$ cat src/rtl/altr_hps_en3_seq.sv
// altr_hps_en3_seq
//   Three-stage enable sequencer for the three inputs of altr_hps_nand3.
//   seq_req high raises en1 -> en2 -> en3 -> seq_done, each step separated by
//   max(dlyk,1) cycles; seq_req low drops them again in reverse order.
//
//   Handshake: seq_req is a level, not a pulse.  The FSM acts on a registered
//   copy of it, so the first output change appears one edge after seq_req is
//   captured.  There is no ready/ack; seq_busy and seq_done report progress.
//
//   Optional feature: define ALTR_HPS_EN3_SEQ_SYNC_EN to pass seq_req through
//   a 2-flop synchronizer first (every start latency grows by 2 cycles).
//
//   state_dbg exposes the FSM state register for observation.

module altr_hps_en3_seq #(
    parameter int CNT_W = 8
) (
    input  logic             clk,
    input  logic             rst_n,
    input  logic             seq_req,
    input  logic [CNT_W-1:0] dly1,
    input  logic [CNT_W-1:0] dly2,
    input  logic [CNT_W-1:0] dly3,
    output logic             en1,
    output logic             en2,
    output logic             en3,
    output logic             seq_done,
    output logic             seq_busy,
    output logic [2:0]       state_dbg
);

    typedef enum logic [2:0] {
        IDLE = 3'd0,
        UP1  = 3'd1,
        UP2  = 3'd2,
        UP3  = 3'd3,
        ON   = 3'd4,
        DN3  = 3'd5,
        DN2  = 3'd6,
        DN1  = 3'd7
    } state_t;

    state_t           state_q, state_d;
    logic [CNT_W-1:0] cnt_q, cnt_d;
    logic             req_q, req_d;
    logic             req_in;
    logic             en1_q, en1_d;
    logic             en2_q, en2_d;
    logic             en3_q, en3_d;
    logic             done_q, done_d;
    logic             busy_q, busy_d;

    // Counter load value for a stage: a programmed 0 behaves like 1.
    function automatic logic [CNT_W-1:0] load_val(input logic [CNT_W-1:0] dly);
        return (dly == '0) ? '0 : dly - CNT_W'(1);
    endfunction

`ifdef ALTR_HPS_EN3_SEQ_SYNC_EN
    logic req_s1_q, req_s2_q;

    // Two-flop synchronizer for an asynchronous seq_req.
    always_ff @(posedge clk or negedge rst_n) begin
        if (!rst_n) begin
            req_s1_q <= 1'b0;
            req_s2_q <= 1'b0;
        end else begin
            req_s1_q <= seq_req;
            req_s2_q <= req_s1_q;
        end
    end

    assign req_in = req_s2_q;
`else
    assign req_in = seq_req;
`endif

    // Request capture: the FSM only ever sees a registered level.
    always_comb begin
        req_d = req_in;
    end

    // Next-state, counter and registered-output decode.
    always_comb begin
        state_d = state_q;
        cnt_d   = (cnt_q == '0) ? cnt_q : cnt_q - CNT_W'(1);
        case (state_q)
            IDLE: begin
                cnt_d = '0;
                if (req_q) begin
                    state_d = UP1;
                    cnt_d   = load_val(dly1);
                end
            end
            UP1: begin
                if (!req_q) begin
                    state_d = IDLE;
                    cnt_d   = '0;
                end else if (cnt_q == '0) begin
                    state_d = UP2;
                    cnt_d   = load_val(dly2);
                end
            end
            UP2: begin
                // Abort keeps en1 up for the en1 spacing before dropping it.
                if (!req_q) begin
                    state_d = DN2;
                    cnt_d   = load_val(dly1);
                end else if (cnt_q == '0) begin
                    state_d = UP3;
                    cnt_d   = load_val(dly3);
                end
            end
            UP3: begin
                // Abort keeps en2 up for the en2 spacing before dropping it.
                if (!req_q) begin
                    state_d = DN3;
                    cnt_d   = load_val(dly2);
                end else if (cnt_q == '0) begin
                    state_d = ON;
                    cnt_d   = '0;
                end
            end
            ON: begin
                cnt_d = '0;
                if (!req_q) begin
                    state_d = DN3;
                    cnt_d   = load_val(dly3);
                end
            end
            // Down states ignore seq_req; a re-request is honoured from IDLE.
            DN3: begin
                if (cnt_q == '0) begin
                    state_d = DN2;
                    cnt_d   = load_val(dly2);
                end
            end
            DN2: begin
                if (cnt_q == '0) begin
                    state_d = DN1;
                    cnt_d   = load_val(dly1);
                end
            end
            DN1: begin
                if (cnt_q == '0) begin
                    state_d = IDLE;
                    cnt_d   = '0;
                end
            end
            default: begin
                state_d = IDLE;
                cnt_d   = '0;
            end
        endcase

        en1_d  = (state_d != IDLE) && (state_d != DN1);
        en2_d  = (state_d == UP2) || (state_d == UP3) || (state_d == ON) || (state_d == DN3);
        en3_d  = (state_d == UP3) || (state_d == ON);
        done_d = (state_d == ON);
        busy_d = (state_d != IDLE) && (state_d != ON);
    end

    // State, counter and output registers; reset clears every enable at once.
    always_ff @(posedge clk or negedge rst_n) begin
        if (!rst_n) begin
            state_q <= IDLE;
            cnt_q   <= '0;
            req_q   <= 1'b0;
            en1_q   <= 1'b0;
            en2_q   <= 1'b0;
            en3_q   <= 1'b0;
            done_q  <= 1'b0;
            busy_q  <= 1'b0;
        end else begin
            state_q <= state_d;
            cnt_q   <= cnt_d;
            req_q   <= req_d;
            en1_q   <= en1_d;
            en2_q   <= en2_d;
            en3_q   <= en3_d;
            done_q  <= done_d;
            busy_q  <= busy_d;
        end
    end

    assign en1       = en1_q;
    assign en2       = en2_q;
    assign en3       = en3_q;
    assign seq_done  = done_q;
    assign seq_busy  = busy_q;
    assign state_dbg = state_q;

endmodule
$ cat config.mk
export PLATFORM = sky130hd
export DESIGN_NAME = altr_hps_en3_seq
export DESIGN_NICKNAME = d
export VERILOG_FILES = /design/src/rtl/altr_hps_en3_seq.sv
export SDC_FILE = /design/constraint.sdc
export NUM_CORES = 1
export LEC_CHECK = 0
export CAP_MARGIN = 10
export CORE_AREA = 2 2 74 76
export DETAILED_ROUTE_END_ITERATION = 16
export DIE_AREA = 0 0 76 78
export SLEW_MARGIN = 20
export SYNTH_ARGS = -nofsm -noshare
export SYNTH_HDL_FRONTEND = slang
export SYNTH_SLANG_ARGS = --single-unit
$ cat constraint.sdc
create_clock -name clk -period 4.2 [get_ports clk]
set_input_delay 0.42 -clock clk [delete_from_list [all_inputs] [get_ports clk]]
set_output_delay 0.42 -clock clk [all_outputs]
set_load 0.03 [all_outputs]
==> impl_metrics.csv <==
group,metric,value,unit
yosys,syn_inst,265,
placed_design,gp_congestion,0.9340,
grt,overflow,0,
placed_design,dpl.hpwl,4.709,mm
clock_network,cts_max_path_buffers,2,
die,die_w,76,um
flow_run,max_cap_viol_count,0,
yosys,yosys_warnings,0,
clock_network,cts_resized,0,
yosys,synth.ff_latch_count,17,
pwr,leakagePower,0.0008694,uW
yosys,synth_fa_ha_area_frac,0.04966,
die,start_util,0.3998,
pwr,powerDensity,565.6,nW/um^2
yosys,synthArstFlopShare,1.000,
sta,fmax,381.3,MHz
finish,syn_to_final_growth,20.73,%
yosys,synth_compound_area_frac,0.3315,
setup_path,crit_arrival,2810,ps
drt,routed_wl,6.166,mm
setup_path,cp.required,4390,ps
clock_network,ctsHtreeMaxLevel,1,
sta,report.final.slew_viol_count,0,
yosys,synth-simple-area-share,0.2893,
status,status,"complete, no violations",
die,die_h,78,um
sta,period_share,0.6244,
sta,worst_slack,1578,ps
grt,first_global_vias,2069,
setup_path,cp_slowest_cell,"or3_1",
die,die-area,5928,sq um
yosys,synth_top_family_by_area,"compound AO/OA/AOI/OAI gates",
sta,rsz0062_at_grt,"no",
clock_network,cts_tree,"yes",
sta,slew-limit-headroom,0.4991,
finish,drive_above_1_share,0.04844,
sta,finClkSkew,4.637,ps
yosys,synth_seq_area_share,0.2110,
drt,drt_iter0_drc,202,
clock_network,clk_latency,260,ps
yosys,synth_nets,300,
setup_path,criticalPathCategory,"flop to flop",
drt,drt_pass1_iterations,5,
grt,grt_pass1_wl,10.11,mm
finish,antenna_cells,0,
drt,wl_per_cell,17.18,um
setup_path,path_max_fanout,18,
sta,worstMarginPinSlew,749.0,ps
drt,drc_errors,0,
die,fp-row-count,26,
yosys,yosysUniqueCellTypes,54,
clock_network,cts_sinks,17,
drt,via_count,2241,
finish,final_cell_mix,"34 x clkdlybuf4s50_1, 25 x o21ai_0, 17 x a21oi_1, 17 x nor2_1, 17 x dfrtp_1",
setup_path,worstPathCellList,"inv_1 -> ha_1 -> nor3b_1 -> nand2_1 -> or3_1 -> o221ai_1 -> a211o_1",
grt,grt_max_degree,25,
yosys,synth_mux_area_frac,0.01055,
sta,tns,0,ps
setup_path,startpoint_type,"flop",
grt,grtUsageTotal,0.2098,
pwr,ir_drop,0.2053,mV
placed_design,port_buffers,34,
finish,final_common_cell,"clkdlybuf4s50_1",
clock_network,post_cts_buffers,0,
placed_design,dpl_worst_slack,1372,ps
finish,nets,325,
min_path,hold_class,"input port to asynchronous set/reset pin",
clock_network,cts-root-buf,"clkbuf_8",
sta,hold_violations,0,
clock_network,numCtsBuffers,3,
yosys,synthFlopType,"dfrtp_1",
setup_path,end_kind,"flop",
setup_path,critical_path.max_stage_delay,550,ps
sta,setup_violations,0,
yosys,synthXorXnorAreaFrac,0.05214,
die,coreArea,5042,sq um
grt,antenna_found_initial,0,
clock_network,ctsHoldBuffers,0,
sta,period_needed,2622,ps
drt,viasPerCell,6.242,
yosys,syn_area,2016,sq um
pwr,power.total,1376,uW
clock_network,clk_pin_slew_worst_paths,70,ps
yosys,synth-edff-count,0,
yosys,synth.avg_cell_area,7.606,sq um
drt,ant_nets,0,
die,io_pins,35,
## Yosys cell counts (all sizes together), types with 5 or more instances
cell type / count / area (sq um)
or4: 10 / 75.07
ha: 8 / 100.1
nand2: 11 / 41.29
o22ai: 7 / 43.79
or3: 7 / 43.79
inv: 15 / 56.30
clkbuf: 10 / 37.54
nor3b: 7 / 52.55
a211o: 6 / 52.55
dfrtp: 17 / 425.4
nor4: 7 / 50.05
xor2: 5 / 43.79
nor2: 18 / 75.07
a21oi: 17 / 85.08
a211oi: 6 / 45.04
nor2b: 5 / 31.28
nor3: 6 / 30.03
o31ai: 8 / 60.06
o21ai: 26 / 130.1
xnor2: 7 / 61.31
## area by class of cell
cell class                      count  area (sq um)
Clock buffer                        3         41.29
Clock inverter                      1         5.005
Fill cell                         504          2609
Inverter                           15         56.30
Multi-Input combinational cell    219          1478
Sequential cell                    17         425.4
Tap cell                           70         87.58
Timing Repair Buffer               34         340.3
## through the flow
stage / hold slack (ps) / instances / instance area, sq um / utilization
6_report: 599.4 / 359 / 2434 / 0.4826
4_1_cts: 604.7 / 359 / 2434 / 0.4826
3_5_place_dp: 751.2 / 355 / 2387 / 0.4734
3_3_place_gp: 737.7 / 355 / 2387 / 0.4734
5_1_grt: 602.2 / 359 / 2434 / 0.4826
2_1_floorplan: 124.4 / 265 / 2016 / -
## critical path: cells and delay by family (launching register included)
kind	cells	cell delay (ps)
simple gates	3	1410
flops	1	460
compound gates	2	380
buf+inv	1	120
fa+ha+maj	1	180
## report_power, final
group | internal (uW) | switching [uW] | leakage, uW
Sequential | 237 | 141 | 0.000202
Clock | 66.1 | 62.6 | 0.0000255
Combinational | 369 | 501 | 0.000642
## metal layers
layer  GRT usage  share of wire  vias up
met1      0.2768           0.43     1033
met3     0.01395          0.079       11
met5           0              0        -
met4     0.06727          0.015        0
li1            -              -     1081
met2      0.3670           0.48      116
## worst paths after layout
check	start	endpoint	slack, ps	cells after the start
max	cnt_q[0]$_DFF_PN0_	cnt_q[6]$_DFF_PN0_	1580	7
min	rst_n	cnt_q[2]$_DFF_PN0_	600	1
max reg2reg	cnt_q[0]$_DFF_PN0_	cnt_q[6]$_DFF_PN0_	1580	7
min reg2reg	cnt_q[3]$_DFF_PN0_	cnt_q[3]$_DFF_PN0_	780	3
max in group asynchronous	rst_n	cnt_q[5]$_DFF_PN0_	3130	1
min in group clk	seq_req	req_q$_DFF_PN0_	600	1
## cells by family after synthesis
group                      count (synthesis)
adders and majority gates                  8
buffers and inverters                     29
AOI/OAI and AO/OA                        100
DFF                                       17
and+or+nand+nor                           97
muxes                                      2
xor gates and xnor gates                  12
## sequential cells by signal, indices dropped and copies added, names as in the netlist
register and count:
cnt_q 8, en1 1, en2 1, en3 1, req_q 1, seq_busy 1
seq_done 1, state_dbg 3
Power figures use the tool's default switching activity.
